--- src/rtl/rsa_pkg.sv ---
// Shared types and address map for the RSA register bank / sequencer.
package rsa_pkg;

    typedef enum logic [2:0] {
        S_IDLE,
        S_LOAD,
        S_RUN,
        S_CAPTURE,
        S_ABORT
    } state_t;

    localparam int ST_IRQ     = 0;
    localparam int ST_DONE    = 1;
    localparam int ST_BUSY    = 2;
    localparam int ST_ABORTED = 3;
    localparam int ST_OVERRUN = 4;
    localparam int ST_WR_ERR  = 5;

    localparam int CTRL_START   = 0;
    localparam int CTRL_STOP    = 1;
    localparam int CTRL_IRQ_EN  = 2;
    localparam int CTRL_IRQ_CLR = 3;

    localparam int ADDR_STATUS = 0;
    localparam int ADDR_CTRL   = 1;

    // Operand blocks follow STATUS/CTRL in the order P, E, M, Const, C.
    function automatic int blk_base(int ob, int idx);
        return 2 + idx * ob;
    endfunction

    function automatic int p_base(int ob);
        return blk_base(ob, 0);
    endfunction

    function automatic int e_base(int ob);
        return blk_base(ob, 1);
    endfunction

    function automatic int m_base(int ob);
        return blk_base(ob, 2);
    endfunction

    function automatic int const_base(int ob);
        return blk_base(ob, 3);
    endfunction

    function automatic int c_base(int ob);
        return blk_base(ob, 4);
    endfunction

endpackage

--- src/rtl/rsa_regbank_ctrl_if.sv ---
// Register access bus between the SPI register slave and the bank.
interface rsa_regbank_ctrl_if #(
    parameter int ADDR_W = 5,
    parameter int REG_W  = 8
);
    logic [ADDR_W-1:0] reg_addr;
    logic [REG_W-1:0]  reg_wdata;
    logic              reg_wr;
    logic [REG_W-1:0]  reg_rdata;

    modport master (
        output reg_addr, reg_wdata, reg_wr,
        input  reg_rdata
    );

    modport slave (
        input  reg_addr, reg_wdata, reg_wr,
        output reg_rdata
    );
endinterface

--- src/rtl/rsa_regbank_ctrl_sync_edge_det.sv ---
// Two-flop synchroniser with a registered rising-edge pulse.
module sync_edge_det (
    input  logic clk,
    input  logic rst,
    input  logic din,
    output logic pulse
);
    logic s1, s2, s3;

    always_ff @(posedge clk or posedge rst) begin
        if (rst) begin
            s1    <= 1'b0;
            s2    <= 1'b0;
            s3    <= 1'b0;
            pulse <= 1'b0;
        end else begin
            s1    <= din;
            s2    <= s1;
            s3    <= s2;
            pulse <= s2 & ~s3;
        end
    end
endmodule

--- src/rtl/rsa_regbank_ctrl.sv ---
// Operand/result register bank and load/run/capture/abort sequencer
// for the external RSA modular-exponentiation engine.
module rsa_regbank_ctrl
    import rsa_pkg::*;
#(
    parameter int REG_W    = 8,
    parameter int ADDR_W   = 5,
    parameter int OP_BYTES = 4
) (
    input  logic                        clk,
    input  logic                        rst,
    rsa_regbank_ctrl_if.slave           bus,
    input  logic                        start_pin,
    output logic                        eng_en,
    output logic                        eng_clr,
    input  logic                        eng_eoc,
    input  logic [OP_BYTES*REG_W-1:0]   eng_c,
    output logic [OP_BYTES*REG_W-1:0]   op_p,
    output logic [OP_BYTES*REG_W-1:0]   op_e,
    output logic [OP_BYTES*REG_W-1:0]   op_m,
    output logic [OP_BYTES*REG_W-1:0]   op_const,
    output logic                        busy,
    output logic                        irq
);
    localparam int OP_W   = OP_BYTES * REG_W;
    localparam int PB     = p_base(OP_BYTES);
    localparam int EB     = e_base(OP_BYTES);
    localparam int MB     = m_base(OP_BYTES);
    localparam int KB     = const_base(OP_BYTES);
    localparam int CB     = c_base(OP_BYTES);

    state_t            state_q, state_d;
    logic              stop_pend_q, stop_pend_d;
    logic [OP_W-1:0]   op_c;
    logic              done_q, aborted_q, overrun_q, wr_err_q, irq_en_q;
    logic              done_d, aborted_d, overrun_d, wr_err_d, irq_en_d, irq_d;
    logic              start_evt, ctrl_wr, stop, irq_clr, start_req, idle;
    logic              op_hit, op_wr;
    logic [REG_W-1:0]  status;

    sync_edge_det u_sync (
        .clk   (clk),
        .rst   (rst),
        .din   (start_pin),
        .pulse (start_evt)
    );

    assign ctrl_wr   = bus.reg_wr && (bus.reg_addr == ADDR_W'(ADDR_CTRL));
    assign stop      = ctrl_wr & bus.reg_wdata[CTRL_STOP];
    assign irq_clr   = ctrl_wr & bus.reg_wdata[CTRL_IRQ_CLR];
    // STOP in the same write suppresses START.
    assign start_req = (ctrl_wr & bus.reg_wdata[CTRL_START] & ~stop) | start_evt;
    assign idle      = (state_q == S_IDLE);
    assign busy      = (state_q == S_LOAD) || (state_q == S_RUN)
                    || (state_q == S_CAPTURE);
    assign eng_en    = (state_q == S_RUN);
    assign eng_clr   = rst || (state_q == S_LOAD) || (state_q == S_ABORT);
    assign op_hit    = (int'(bus.reg_addr) >= PB) && (int'(bus.reg_addr) < CB);
    assign op_wr     = bus.reg_wr & ~busy;

    always_comb begin
        state_d     = state_q;
        stop_pend_d = 1'b0;
        unique case (state_q)
            S_IDLE:    if (start_req) state_d = S_LOAD;
            S_LOAD: begin
                state_d     = S_RUN;
                stop_pend_d = stop;
            end
            S_RUN: begin
                if (eng_eoc)                  state_d = S_CAPTURE;
                else if (stop || stop_pend_q) state_d = S_ABORT;
            end
            S_CAPTURE: state_d = S_IDLE;
            S_ABORT:   state_d = S_IDLE;
            default:   state_d = S_IDLE;
        endcase
    end

    // Set events take priority over IRQ_CLR.
    always_comb begin
        done_d    = done_q;
        aborted_d = aborted_q;
        if (irq_clr || (start_req && idle)) begin
            done_d    = 1'b0;
            aborted_d = 1'b0;
        end
        if (state_q == S_CAPTURE) done_d    = 1'b1;
        if (state_q == S_ABORT)   aborted_d = 1'b1;
        overrun_d = (start_req && !idle) ? 1'b1
                  : irq_clr ? 1'b0 : overrun_q;
        wr_err_d  = (bus.reg_wr && busy && op_hit) ? 1'b1
                  : irq_clr ? 1'b0 : wr_err_q;
        irq_en_d  = ctrl_wr ? bus.reg_wdata[CTRL_IRQ_EN] : irq_en_q;
        irq_d     = irq_en_d & (done_d | aborted_d);
    end

    always_ff @(posedge clk or posedge rst) begin
        if (rst) begin
            state_q     <= S_IDLE;
            stop_pend_q <= 1'b0;
            done_q      <= 1'b0;
            aborted_q   <= 1'b0;
            overrun_q   <= 1'b0;
            wr_err_q    <= 1'b0;
            irq_en_q    <= 1'b0;
            irq         <= 1'b0;
        end else begin
            state_q     <= state_d;
            stop_pend_q <= stop_pend_d;
            done_q      <= done_d;
            aborted_q   <= aborted_d;
            overrun_q   <= overrun_d;
            wr_err_q    <= wr_err_d;
            irq_en_q    <= irq_en_d;
            irq         <= irq_d;
        end
    end

    always_ff @(posedge clk or posedge rst) begin
        if (rst) begin
            op_p     <= '0;
            op_e     <= '0;
            op_m     <= '0;
            op_const <= '0;
            op_c     <= '0;
        end else begin
            for (int i = 0; i < OP_BYTES; i++) begin
                if (op_wr && bus.reg_addr == ADDR_W'(PB + i))
                    op_p[i*REG_W +: REG_W] <= bus.reg_wdata;
                if (op_wr && bus.reg_addr == ADDR_W'(EB + i))
                    op_e[i*REG_W +: REG_W] <= bus.reg_wdata;
                if (op_wr && bus.reg_addr == ADDR_W'(MB + i))
                    op_m[i*REG_W +: REG_W] <= bus.reg_wdata;
                if (op_wr && bus.reg_addr == ADDR_W'(KB + i))
                    op_const[i*REG_W +: REG_W] <= bus.reg_wdata;
            end
            if (state_q == S_CAPTURE) op_c <= eng_c;
        end
    end

    always_comb begin
        status             = '0;
        status[ST_IRQ]     = irq;
        status[ST_DONE]    = done_q;
        status[ST_BUSY]    = busy;
        status[ST_ABORTED] = aborted_q;
        status[ST_OVERRUN] = overrun_q;
        status[ST_WR_ERR]  = wr_err_q;
    end

    always_comb begin
        bus.reg_rdata = '0;
        if (bus.reg_addr == ADDR_W'(ADDR_STATUS))
            bus.reg_rdata = status;
        if (bus.reg_addr == ADDR_W'(ADDR_CTRL))
            bus.reg_rdata[CTRL_IRQ_EN] = irq_en_q;
        for (int i = 0; i < OP_BYTES; i++) begin
            if (bus.reg_addr == ADDR_W'(PB + i))
                bus.reg_rdata = op_p[i*REG_W +: REG_W];
            if (bus.reg_addr == ADDR_W'(EB + i))
                bus.reg_rdata = op_e[i*REG_W +: REG_W];
            if (bus.reg_addr == ADDR_W'(MB + i))
                bus.reg_rdata = op_m[i*REG_W +: REG_W];
            if (bus.reg_addr == ADDR_W'(KB + i))
                bus.reg_rdata = op_const[i*REG_W +: REG_W];
            if (bus.reg_addr == ADDR_W'(CB + i))
                bus.reg_rdata = op_c[i*REG_W +: REG_W];
        end
    end
endmodule

--- src/flat_wrapper.sv ---
// flat-port wrapper written by rule: the top's interface ports become plain ports
module rsa_regbank_ctrl_flat import rsa_pkg::*;
#(
    parameter int REG_W    = 8,
    parameter int ADDR_W   = 5,
    parameter int OP_BYTES = 4
)
  (clk, rst, start_pin, eng_en, eng_clr, eng_eoc, eng_c, op_p, op_e, op_m, op_const, busy, irq, bus_reg_addr, bus_reg_wdata, bus_reg_wr, bus_reg_rdata);
  rsa_regbank_ctrl_if #(.ADDR_W(ADDR_W), .REG_W(REG_W)) bus_i ();
  input  logic clk;
  input  logic rst;
  input  logic start_pin;
  output logic eng_en;
  output logic eng_clr;
  input  logic eng_eoc;
  input  logic [OP_BYTES*REG_W-1:0] eng_c;
  output logic [OP_BYTES*REG_W-1:0] op_p;
  output logic [OP_BYTES*REG_W-1:0] op_e;
  output logic [OP_BYTES*REG_W-1:0] op_m;
  output logic [OP_BYTES*REG_W-1:0] op_const;
  output logic busy;
  output logic irq;
  input wire logic [$bits(bus_i.reg_addr)-1:0] bus_reg_addr;
  input wire logic [$bits(bus_i.reg_wdata)-1:0] bus_reg_wdata;
  input wire logic [$bits(bus_i.reg_wr)-1:0] bus_reg_wr;
  output wire logic [$bits(bus_i.reg_rdata)-1:0] bus_reg_rdata;
  assign bus_i.reg_addr = bus_reg_addr;
  assign bus_i.reg_wdata = bus_reg_wdata;
  assign bus_i.reg_wr = bus_reg_wr;
  assign bus_reg_rdata = bus_i.reg_rdata;
  rsa_regbank_ctrl #(.REG_W(REG_W), .ADDR_W(ADDR_W), .OP_BYTES(OP_BYTES)) u_core (.clk(clk), .rst(rst), .bus(bus_i), .start_pin(start_pin), .eng_en(eng_en), .eng_clr(eng_clr), .eng_eoc(eng_eoc), .eng_c(eng_c), .op_p(op_p), .op_e(op_e), .op_m(op_m), .op_const(op_const), .busy(busy), .irq(irq));
endmodule
--- config.mk ---
export PLATFORM = sky130hd
export DESIGN_NAME = rsa_regbank_ctrl_flat
export DESIGN_NICKNAME = d
export VERILOG_FILES = /design/src/rtl/rsa_pkg.sv /design/src/rtl/rsa_regbank_ctrl_if.sv /design/src/rtl/rsa_regbank_ctrl_sync_edge_det.sv /design/src/rtl/rsa_regbank_ctrl.sv /design/src/flat_wrapper.sv
export SDC_FILE = /design/constraint.sdc
export NUM_CORES = 1
export LEC_CHECK = 0
export BUFFER_PORTS_ARGS = -buffer_cell sky130_fd_sc_hd__buf_2
export CAP_MARGIN = 20
export CORE_MARGIN = 1.5
export CORE_UTILIZATION = 50
export DETAILED_ROUTE_END_ITERATION = 10
export GPL_TIMING_DRIVEN = 0
export PLACE_DENSITY = 0.85
export SYNTH_ARGS = -nofsm -noshare
export SYNTH_HDL_FRONTEND = slang
export SYNTH_SLANG_ARGS = --single-unit
--- constraint.sdc ---
create_clock -name clk -period 5.2 [get_ports clk]
set_clock_uncertainty 0.1 [all_clocks]
set_input_delay 0.52 -clock clk [delete_from_list [all_inputs] [get_ports clk]]
set_output_delay 0.52 -clock clk [all_outputs]
set_load 0.005 [all_outputs]
==> results_dict.tcl <==
set metrics [dict create \
    status "complete, no violations" \
    crit_end "bus_reg_rdata[3]" \
    clk_pin_slew_worst_paths_ns 0.07 \
    grt-ovfl-total 0 \
    yosys.area.top_type "dfrtp_1" \
    slew_headroom_pct 23.9 \
    regArea_um2 4350 \
    final_util_pct 62.2 \
    root_buffer "clkbuf_16" \
    reg2reg_to "u_core.op_p[22]" \
    path_max_fanout 10 \
    setup_viol 0 \
    final_nets 1080 \
    critPathKind "in -> out" \
    initial_core_util_pct 51.2 \
    async_reset_ff_share_pct 100 \
    synth_compound_area_share_pct 15.9 \
    drtPass1Iterations 7 \
    drc 0 \
    max_freq_mhz 274 \
    drive_gt1_share_pct 40.7 \
    core_area_um2 17400 \
    synth_xor_area_share_pct 0.296 \
    cpMaxStageDelayCell "clkbuf_1" \
    diodes 0 \
    io_pins 190 \
    cts-buffers-inserted 17 \
    wl_um 34900 \
    avgSynthCellArea_um2 10.8 \
    synth-simple-area-share_pct 11.4 \
    antenna_found_initial 0 \
    power_leakage_uw 0.00524 \
    tritoncts "yes" \
    yosysTopAreaCellShare_pct 49.0 \
    tightestPinTransition_ns 1.14 \
    crit_chain "buf_6, buf_2, buf_2, clkbuf_1, nor3_1, o21ai_0, a22oi_1, o21ai_0, buf_2" \
    nFillCells 1439 \
    seq_area_frac_synth_pct 49.0 \
    htree_levels 4 \
    grt.total_usage_pct 37.8 \
    synth_top_family_by_area "multiplexers" \
    synth_fa_ha_area_share_pct 0 \
    cts_resized 0 \
    wl_per_cell_um 27.5 \
    cp_common_cell "buf_2" \
    place_congestion 1.08 \
    dp_hpwl_um 25500 \
    synth_warnings 0 \
    drv_cap 0 \
    hold-worst-slack_ns 0.0108 \
    postCtsHoldBufs 0 \
    grt_max_degree 45 \
    ir_drop_mv 0.367 \
    startpoint "bus_reg_addr[2]" \
    synth_nets 871 \
    grt_pass1_wl_um 50000 \
    cts_buffer_depth 2 \
    port_buffers 186 \
    arrival_ns 3.03 \
    die_area_um2 18600 \
    r2r_setup_slack_ns 2.50 \
    critPathLaunchType "primary input" \
    slowest_delay_ns 0.61 \
    cp-end-kind "primary output" \
    finalSetupTns_ns 0 \
    post-route-min-period_ns 3.65 \
    synthCells 821 \
    drt.antenna.violating_nets 0 \
    yosysUniqueCellTypes 66 \
    drt_iter0_drc 1132 \
    vias 8290 \
    die_w_um 136 \
    multiInputGateArea_um2 4210 \
    area_delta_synth_final_pct 21.4 \
    synth_area_leaders "dfrtp_1, mux2_2, o21ai_0" \
    hold_viol_final 0 \
    postCtsSetupRepairBufs 0 \
    muxShareOfSynthArea_pct 19.8 \
    cts_num_sinks 174 \
    fin_crit_sh_pct 70.1 \
    rsz0062_at_grt "false" \
    required_ns 4.58 \
    synth_ff_type "dfrtp_1" \
    synth_edf_count 0 \
    grt_pass1_vias 7752 \
    powerDensity_nw_per_um2 447 \
    die_h_um 136 \
    hp-class "in -> async" \
    slew_violations 0 \
    reg2reg_depth 7 \
    synth_area_um2 8890 \
    routed_via_density 6.54 \
    clk_latency_ns 0.44 \
    synth-seq-cells 174 \
    r2r-start "u_core.state_q[0]" \
    rows 48 \
]
cells in the mapped netlist (9+ instances only):
| master | number |
|---|---|
| dfrtp_1 | 174 |
| mux2_2 | 149 |
| o21ai_0 | 68 |
| nand2_1 | 52 |
| a21oi_1 | 51 |
| nor2_1 | 39 |
| buf_2 | 25 |
| clkbuf_1 | 25 |
| nand3_1 | 23 |
| nor2b_1 | 14 |
| o22ai_1 | 14 |
| nor3_1 | 13 |
| nand2b_1 | 11 |
| a22oi_1 | 9 |
| inv_1 | 9 |
worst max-delay path, delay by kind of cell:
kind / cells / cell delay, ns
buffers and inverters: 5 / 1.56
AND/OR/NAND/NOR: 1 / 0.11
AO/OA/AOI/OAI: 3 / 0.84
cell usage in the layout, fill, tap and decap left out, types with 5 or more instances in the layout:
master / netlist / final
buf_2: 25 / 211
dfrtp_1: 174 / 174
mux2_2: 149 / 149
o21ai_0: 68 / 68
nand2_1: 52 / 52
a21oi_1: 51 / 51
nor2_1: 39 / 39
clkbuf_1: 25 / 25
nand3_1: 23 / 23
clkbuf_16: 0 / 17
nor2b_1: 14 / 14
o22ai_1: 14 / 14
nor3_1: 13 / 13
nand2b_1: 11 / 11
a22oi_1: 9 / 9
inv_1: 9 / 8
mux2i_1: 8 / 8
a32oi_1: 8 / 8
and3_1: 7 / 7
a22o_1: 6 / 6
o31ai_1: 6 / 6
a211oi_1: 6 / 6
or3_1: 5 / 5
o32ai_1: 5 / 5
o22a_1: 5 / 5
power by group:
part           total [µW]  switching (µW)  internal (µW)
clock                1310             610            700
sequential           2210             433           1780
combinational        1300             630            667
state kept, by name (all words and copies together), names as in the netlist:
signal / count
u_core.op_p: 32
u_core.overrun_q: 1
u_core.u_sync.s1: 1
u_core.state_q: 3
u_core.stop_pend_q: 1
u_core.op_e: 32
u_core.done_q: 1
u_core.u_sync.s3: 1
u_core.aborted_q: 1
u_core.irq: 1
u_core.wr_err_q: 1
u_core.op_m: 32
u_core.op_const: 32
u_core.op_c: 32
u_core.u_sync.pulse: 1
u_core.u_sync.s2: 1
u_core.irq_en_q: 1
how the worst min path moves through the flow:
stage          cells past startpoint               end  slack [ns]
6_report                           2   u_core.op_e[13]        0.01
3_5_place_dp                       0  u_core.u_sync.s2        0.24
4_1_cts                            2   u_core.op_e[13]        0.02
5_1_grt                            2   u_core.irq_en_q        0.03
2_1_floorplan                      0  u_core.u_sync.s2        0.23
3_3_place_gp                       0  u_core.u_sync.s2        0.23
through the flow:
stage / total power, µW / area (µm²) / std cells / worst slack [ns]
after floorplan: 2770 / 8890 / 821 / 1.21
after CTS: 4790 / 10800 / 1268 / 1.74
after global routing: 5000 / 10800 / 1268 / 1.50
final: 4820 / 10800 / 1268 / 1.55
after global placement: 3420 / 10100 / 1232 / 0.0711
after detailed placement: 3470 / 10200 / 1236 / 1.74
cell type report:
| cell class | count | share of cell area (%) |
|---|---|---|
| plain buffers | 59 | 2.62 |
| well taps | 225 | 2.61 |
| repair buffers | 190 | 9.37 |
| clock inverters | 14 | 1.55 |
| flip-flops and latches | 174 | 40.3 |
| clock buffers | 18 | 4.07 |
| inverters | 11 | 0.417 |
| multi-input cells | 577 | 39.0 |
layer usage:
layer / track usage [%] / wire length (µm)
met3: 9.66 / 3940
met4: 14.8 / 1290
met2: 55.8 / 15300
met1: 53.4 / 14400
met5: 0 / 0
logic make-up (layout without fill, tap and decap cells):
logic type | Yosys count | in the layout
compound gates | 220 | 220
buf+inv | 70 | 292
flops | 174 | 174
simple gates | 197 | 197
mux | 157 | 157
xor+xnor | 3 | 3
Note: power is estimated with default switching activity, not from simulation.
